`src/rtl/traffic_sensor_lamp_if.sv`:
```
// Field-side interface for a 2-bit traffic-light FSM: conditions raw detectors into ta/tb
// hold requests with min/max green enforcement, and decodes y into registered lamp drives.
module traffic_sensor_lamp_if #(
    parameter int unsigned DEB_CYCLES = 4,
    parameter int unsigned MIN_GREEN  = 8,
    parameter int unsigned MAX_GREEN  = 32
) (
    input  logic       clk,
    input  logic       r,
    input  logic       sa,
    input  logic       sb,
    input  logic [1:0] y,
    output logic       ta,
    output logic       tb,
    output logic [2:0] la,
    output logic [2:0] lb
);

    localparam int unsigned DW = (MAX_GREEN > 1) ? $clog2(MAX_GREEN) : 1;
    localparam int unsigned CW = (DEB_CYCLES > 1) ? $clog2(DEB_CYCLES) : 1;
    localparam logic [DW-1:0] DWELL_MAX = DW'(MAX_GREEN - 1);
    localparam logic [DW-1:0] MIN_LIM   = DW'(MIN_GREEN - 1);
    localparam logic [CW-1:0] CNT_LAST  = CW'(DEB_CYCLES - 1);

    localparam logic [2:0] LAMP_RED    = 3'b100;
    localparam logic [2:0] LAMP_YELLOW = 3'b010;
    localparam logic [2:0] LAMP_GREEN  = 3'b001;

    // Index 0 is street A, index 1 is street B.
    logic [1:0]    r_meta;
    logic [1:0]    r_sync;
    logic [1:0]    r_deb;
    logic [CW-1:0] r_cnt [2];

    logic [1:0]    r_y_q;
    logic [DW-1:0] r_dwell;
    logic [2:0]    r_la;
    logic [2:0]    r_lb;

    logic [DW-1:0] w_dwell_eff;
    logic [DW-1:0] w_dwell_nxt;
    logic          w_min_hold;
    logic          w_at_max;
    logic          w_ta;
    logic          w_tb;

    always_ff @(posedge clk) begin
        if (r) begin
            r_meta   <= '0;
            r_sync   <= '0;
            r_deb    <= '0;
            r_cnt[0] <= '0;
            r_cnt[1] <= '0;
        end else begin
            r_meta <= {sb, sa};
            r_sync <= r_meta;
            // Count only while the synchronised input disagrees; any agreeing cycle restarts it.
            for (int i = 0; i < 2; i++) begin
                if (r_sync[i] == r_deb[i]) begin
                    r_cnt[i] <= '0;
                end else if (r_cnt[i] == CNT_LAST) begin
                    r_deb[i] <= ~r_deb[i];
                    r_cnt[i] <= '0;
                end else begin
                    r_cnt[i] <= r_cnt[i] + 1'b1;
                end
            end
        end
    end

    always_comb begin
        w_dwell_eff = (y != r_y_q) ? '0 : r_dwell;
        w_dwell_nxt = (w_dwell_eff == DWELL_MAX) ? w_dwell_eff : w_dwell_eff + 1'b1;
        w_min_hold  = (w_dwell_eff < MIN_LIM);
        w_at_max    = (w_dwell_eff >= DWELL_MAX);
    end

    always_ff @(posedge clk) begin
        if (r) begin
            r_y_q   <= 2'b00;
            r_dwell <= '0;
        end else begin
            r_y_q   <= y;
            r_dwell <= w_dwell_nxt;
        end
    end

    // A waiting cross street pre-empts own traffic once the green hits its limit.
    always_comb begin
        w_ta = r_deb[0];
        w_tb = r_deb[1];
        if (y == 2'b00) begin
            w_ta = w_min_hold | (r_deb[0] & ~(r_deb[1] & w_at_max));
        end else if (y == 2'b10) begin
            w_tb = w_min_hold | (r_deb[1] & ~(r_deb[0] & w_at_max));
        end
    end

    always_ff @(posedge clk) begin
        if (r) begin
            r_la <= LAMP_RED;
            r_lb <= LAMP_RED;
        end else begin
            unique case (y)
                2'b00: begin r_la <= LAMP_GREEN;  r_lb <= LAMP_RED;    end
                2'b01: begin r_la <= LAMP_YELLOW; r_lb <= LAMP_RED;    end
                2'b10: begin r_la <= LAMP_RED;    r_lb <= LAMP_GREEN;  end
                2'b11: begin r_la <= LAMP_RED;    r_lb <= LAMP_YELLOW; end
            endcase
        end
    end

    assign ta = w_ta;
    assign tb = w_tb;
    assign la = r_la;
    assign lb = r_lb;

endmodule

```
`config.mk`:
```
export PLATFORM = sky130hd
export DESIGN_NAME = traffic_sensor_lamp_if
export DESIGN_NICKNAME = d
export VERILOG_FILES = /design/src/rtl/traffic_sensor_lamp_if.sv
export SDC_FILE = /design/constraint.sdc
export NUM_CORES = 1
export LEC_CHECK = 0
export CAP_MARGIN = 5
export CORE_MARGIN = 4
export CORE_UTILIZATION = 51
export CTS_BUF_LIST = sky130_fd_sc_hd__clkbuf_16
export DETAILED_ROUTE_END_ITERATION = 8
export GPL_TIMING_DRIVEN = 0
export HOLD_SLACK_MARGIN = 0.02
export PLACE_DENSITY = 0.78
export SLEW_MARGIN = 10
export SYNTH_ARGS = -nofsm -noshare
export SYNTH_HDL_FRONTEND = slang
export SYNTH_SLANG_ARGS = --single-unit
```
`constraint.sdc`:
```
create_clock -name clk -period 3.2 [get_ports clk]
set_clock_uncertainty 0.1 [all_clocks]
set_input_delay 0.64 -clock clk [delete_from_list [all_inputs] [get_ports clk]]
set_output_delay 0.64 -clock clk [all_outputs]
set_load 0.1 [all_outputs]
```
==> impl_metrics.json, run 1 <==
{
  "drc": 0,
  "ys.flop_type": "dfxtp_1",
  "grt_pass1_wl_mm": 2.95,
  "worst_slew_pin_slew_ns": 0.977,
  "syn_to_final_growth_pct": 29.7,
  "report.final.slew_viol_count": 0,
  "start_util": 0.545,
  "placed_cell_area_um2": 1120,
  "period_needed_ns": 3.05,
  "p_per_area_nw_per_um2": 536,
  "antenna_found_initial": 0,
  "fin_crit_sh": 0.952,
  "dp_cells": 129,
  "top_usage_layer": "met2",
  "design.core.area_um2": 1750,
  "die_area_um2": 2620,
  "worst_slack_ns": 0.153,
  "grt_use_met2": 0.225,
  "final_antenna_net_count": 0,
  "fin_area_um2": 1230,
  "hpwl_mm": 1.14,
  "dieHeight_um": 51.2,
  "multi_input_area_um2": 454,
  "yosysWarnings": 0,
  "peakVddDrop_uv": 432,
  "postSynthAreaPerCell_um2": 10.7,
  "clkLatencyLatePin_ns": 0.25,
  "rsz0062_at_grt": "no",
  "outcome": "finished clean",
  "critPathCaptureType": "output port",
  "fillers": 144,
  "portBuffers": 12,
  "final_common_cell": "dfxtp_1",
  "synthTopCellsByArea": "dfxtp_1 40%, edfxtp_1 13%, nor2b_1 4.6%, ha_1 3.9%, nor2_1 3.9%",
  "cts.sinks": 23,
  "drive_above_1_share": 0.183,
  "grt_max_degree": 13,
  "holdCritPathClass": "register to register",
  "io_pins": 14,
  "mostFrequentLayoutCells": "19 x dfxtp_1, 10 x nor2_1, 9 x clkdlybuf4s50_1",
  "synth.distinct_cells": 33,
  "hold_viol": 0,
  "critPathRequiredTime_ns": 2.46,
  "clk_pin_slew_ns": 0.06,
  "yosys.area.top_type": "dfxtp_1",
  "cts_buffer_depth": 2,
  "place_ws_ns": -1.20,
  "final_core_util": 0.707,
  "arrival_ns": 2.31,
  "final_nets": 119,
  "rows": 15,
  "ys_async_sr_fraction": 0,
  "ff_latch_area_um2": 500,
  "grt_util_met1": 0.195,
  "root_buffer": "clkbuf_16",
  "num_vias": 675,
  "first_global_vias": 664,
  "netlist.area_leader.share": 0.400,
  "stdcell_count": 134,
  "n_antenna_cell": 0,
  "cts.htree.levels": 1,
  "wl_mm": 1.66,
  "crit_type": "input pin to output port",
  "dr.pass1.iters": 4,
  "drt_iter0_drc": 4,
  "grtUsageTotal": 0.158,
  "critPathMaxFanout": 7,
  "cts_made_buffers": 3,
  "max_freq_mhz": 328,
  "cts_tree": "done",
  "die_w_um": 51.2,
  "yosysSeqAreaShare": 0.526,
  "relSlewSlack": 0.347,
  "gp_congestion": 0.884,
  "total_power_uw": 661,
  "syn_area_um2": 951,
  "drv_cap": 0,
  "avgViaCountPerCell": 5.04,
  "wl_per_cell_um": 12.4,
  "postSynthCellCount": 89,
  "finalSetupViolCount": 0,
  "synth_seq_cells": 23,
  "crit_path_start_kind": "input pin",
  "synth_edf_count": 4,
  "p_leak_uw": 0.000463,
  "gr-usage-met3": 0.0496,
  "grt_overflow_total": 0
}
## worst paths after layout
path / startpoint / end / slack (ns) / depth (start not counted)
max: y[0] / ta / 0.15 / 9
min: r_meta[1] / r_sync[1] / 0.34 / 1
max reg2reg: r_y_q[1] / r_dwell[1] / 1.22 / 7
min reg2reg: r_meta[1] / r_sync[1] / 0.34 / 1
## worst max-delay path, cell delays in order
cell and delay [ns]:
clkdlybuf4s15_2 0.25, xor2_2 0.22, or2_4 0.27, nor2_1 0.10, ha_2 0.22, a21oi_2 0.06, nor3_2 0.21, o32ai_2 0.12
buf_6 0.20
## synthesized netlist by cell type, types with 2 or more instances
cell      number
a21oi_1        3
a31oi_1        2
and2_1         2
dfxtp_1       19
edfxtp_1       4
ha_1           3
inv_1          6
mux2i_1        2
nand3_1        3
nor2_1        10
nor2b_1        7
nor3_1         3
or3_1          2
xnor2_1        3
xor2_2         2
## final cells by class
type,count,area share
Clock buffer,3,0.0609
Inverter,6,0.0183
Sequential cell,23,0.406
Timing Repair Buffer,13,0.106
Clock inverter,1,0.00304
Multi-Input combinational cell,61,0.368
Buffer,2,0.0122
Tap cell,25,0.0254
## repair_timing
item | CTS | global route
endpoints found under the setup margin | 2 | 2
gates resized for setup | 19 | 2
hold endpoints to repair | 0 | 0
hold buffers | 0 | 0
setup buffers | 0 | 1
gates cloned | 0 | 0
pin swaps | 0 | 2
## layer usage
layer | up-vias | share of wire
li1 | 347 | -
met1 | 309 | 0.49
met2 | 14 | 0.44
met3 | 5 | 0.042
met4 | 0 | 0.028
met5 | - | 0
## cell families after synthesis
kind of cell,after synthesis,synth area share
buffers and inverters,8,0.0395
AOI/OAI and AO/OA,13,0.114
and+or+nand+nor,34,0.193
DFF,23,0.526
muxes,2,0.0211
xor gates and xnor gates,5,0.0618
adders and majority gates,3,0.0395
other,1,0.00394
## state kept, by name (all words and copies together), names as in the netlist
signal and flops:
r_cnt 4, r_deb 2, lb 3, r_y_q 2
la 3, r_meta 2, r_dwell 5, r_sync 2
## per-stage QoR
stage | setup TNS, ns | hold slack [ns]
after floorplan | -0.0962 | 0.314
after global placement | -2.38 | 0.322
after detailed placement | -2.39 | 0.333
after CTS | 0 | 0.347
after global routing | 0 | 0.353
final | 0 | 0.345
## power breakdown
group / internal [uW] / switching (uW) / leakage (uW)
clock: 166 / 93.4 / 0.0000423
sequential: 306 / 5.98 / 0.000197
combinational: 28.3 / 60.8 / 0.000223
(Power assumes the default switching activity.)
==> run 2: changes to the inputs <==
--- a/config.mk
+++ b/config.mk
@@ -9,6 +9,7 @@
 export CORE_MARGIN = 4
 export CORE_UTILIZATION = 51
 export CTS_BUF_LIST = sky130_fd_sc_hd__clkbuf_16
+export CTS_CLUSTER_SIZE = 25
 export DETAILED_ROUTE_END_ITERATION = 8
 export GPL_TIMING_DRIVEN = 0
 export HOLD_SLACK_MARGIN = 0.02
==> results of run 2 <==
Final layout, timing and power as in run 1 (identical DEF).
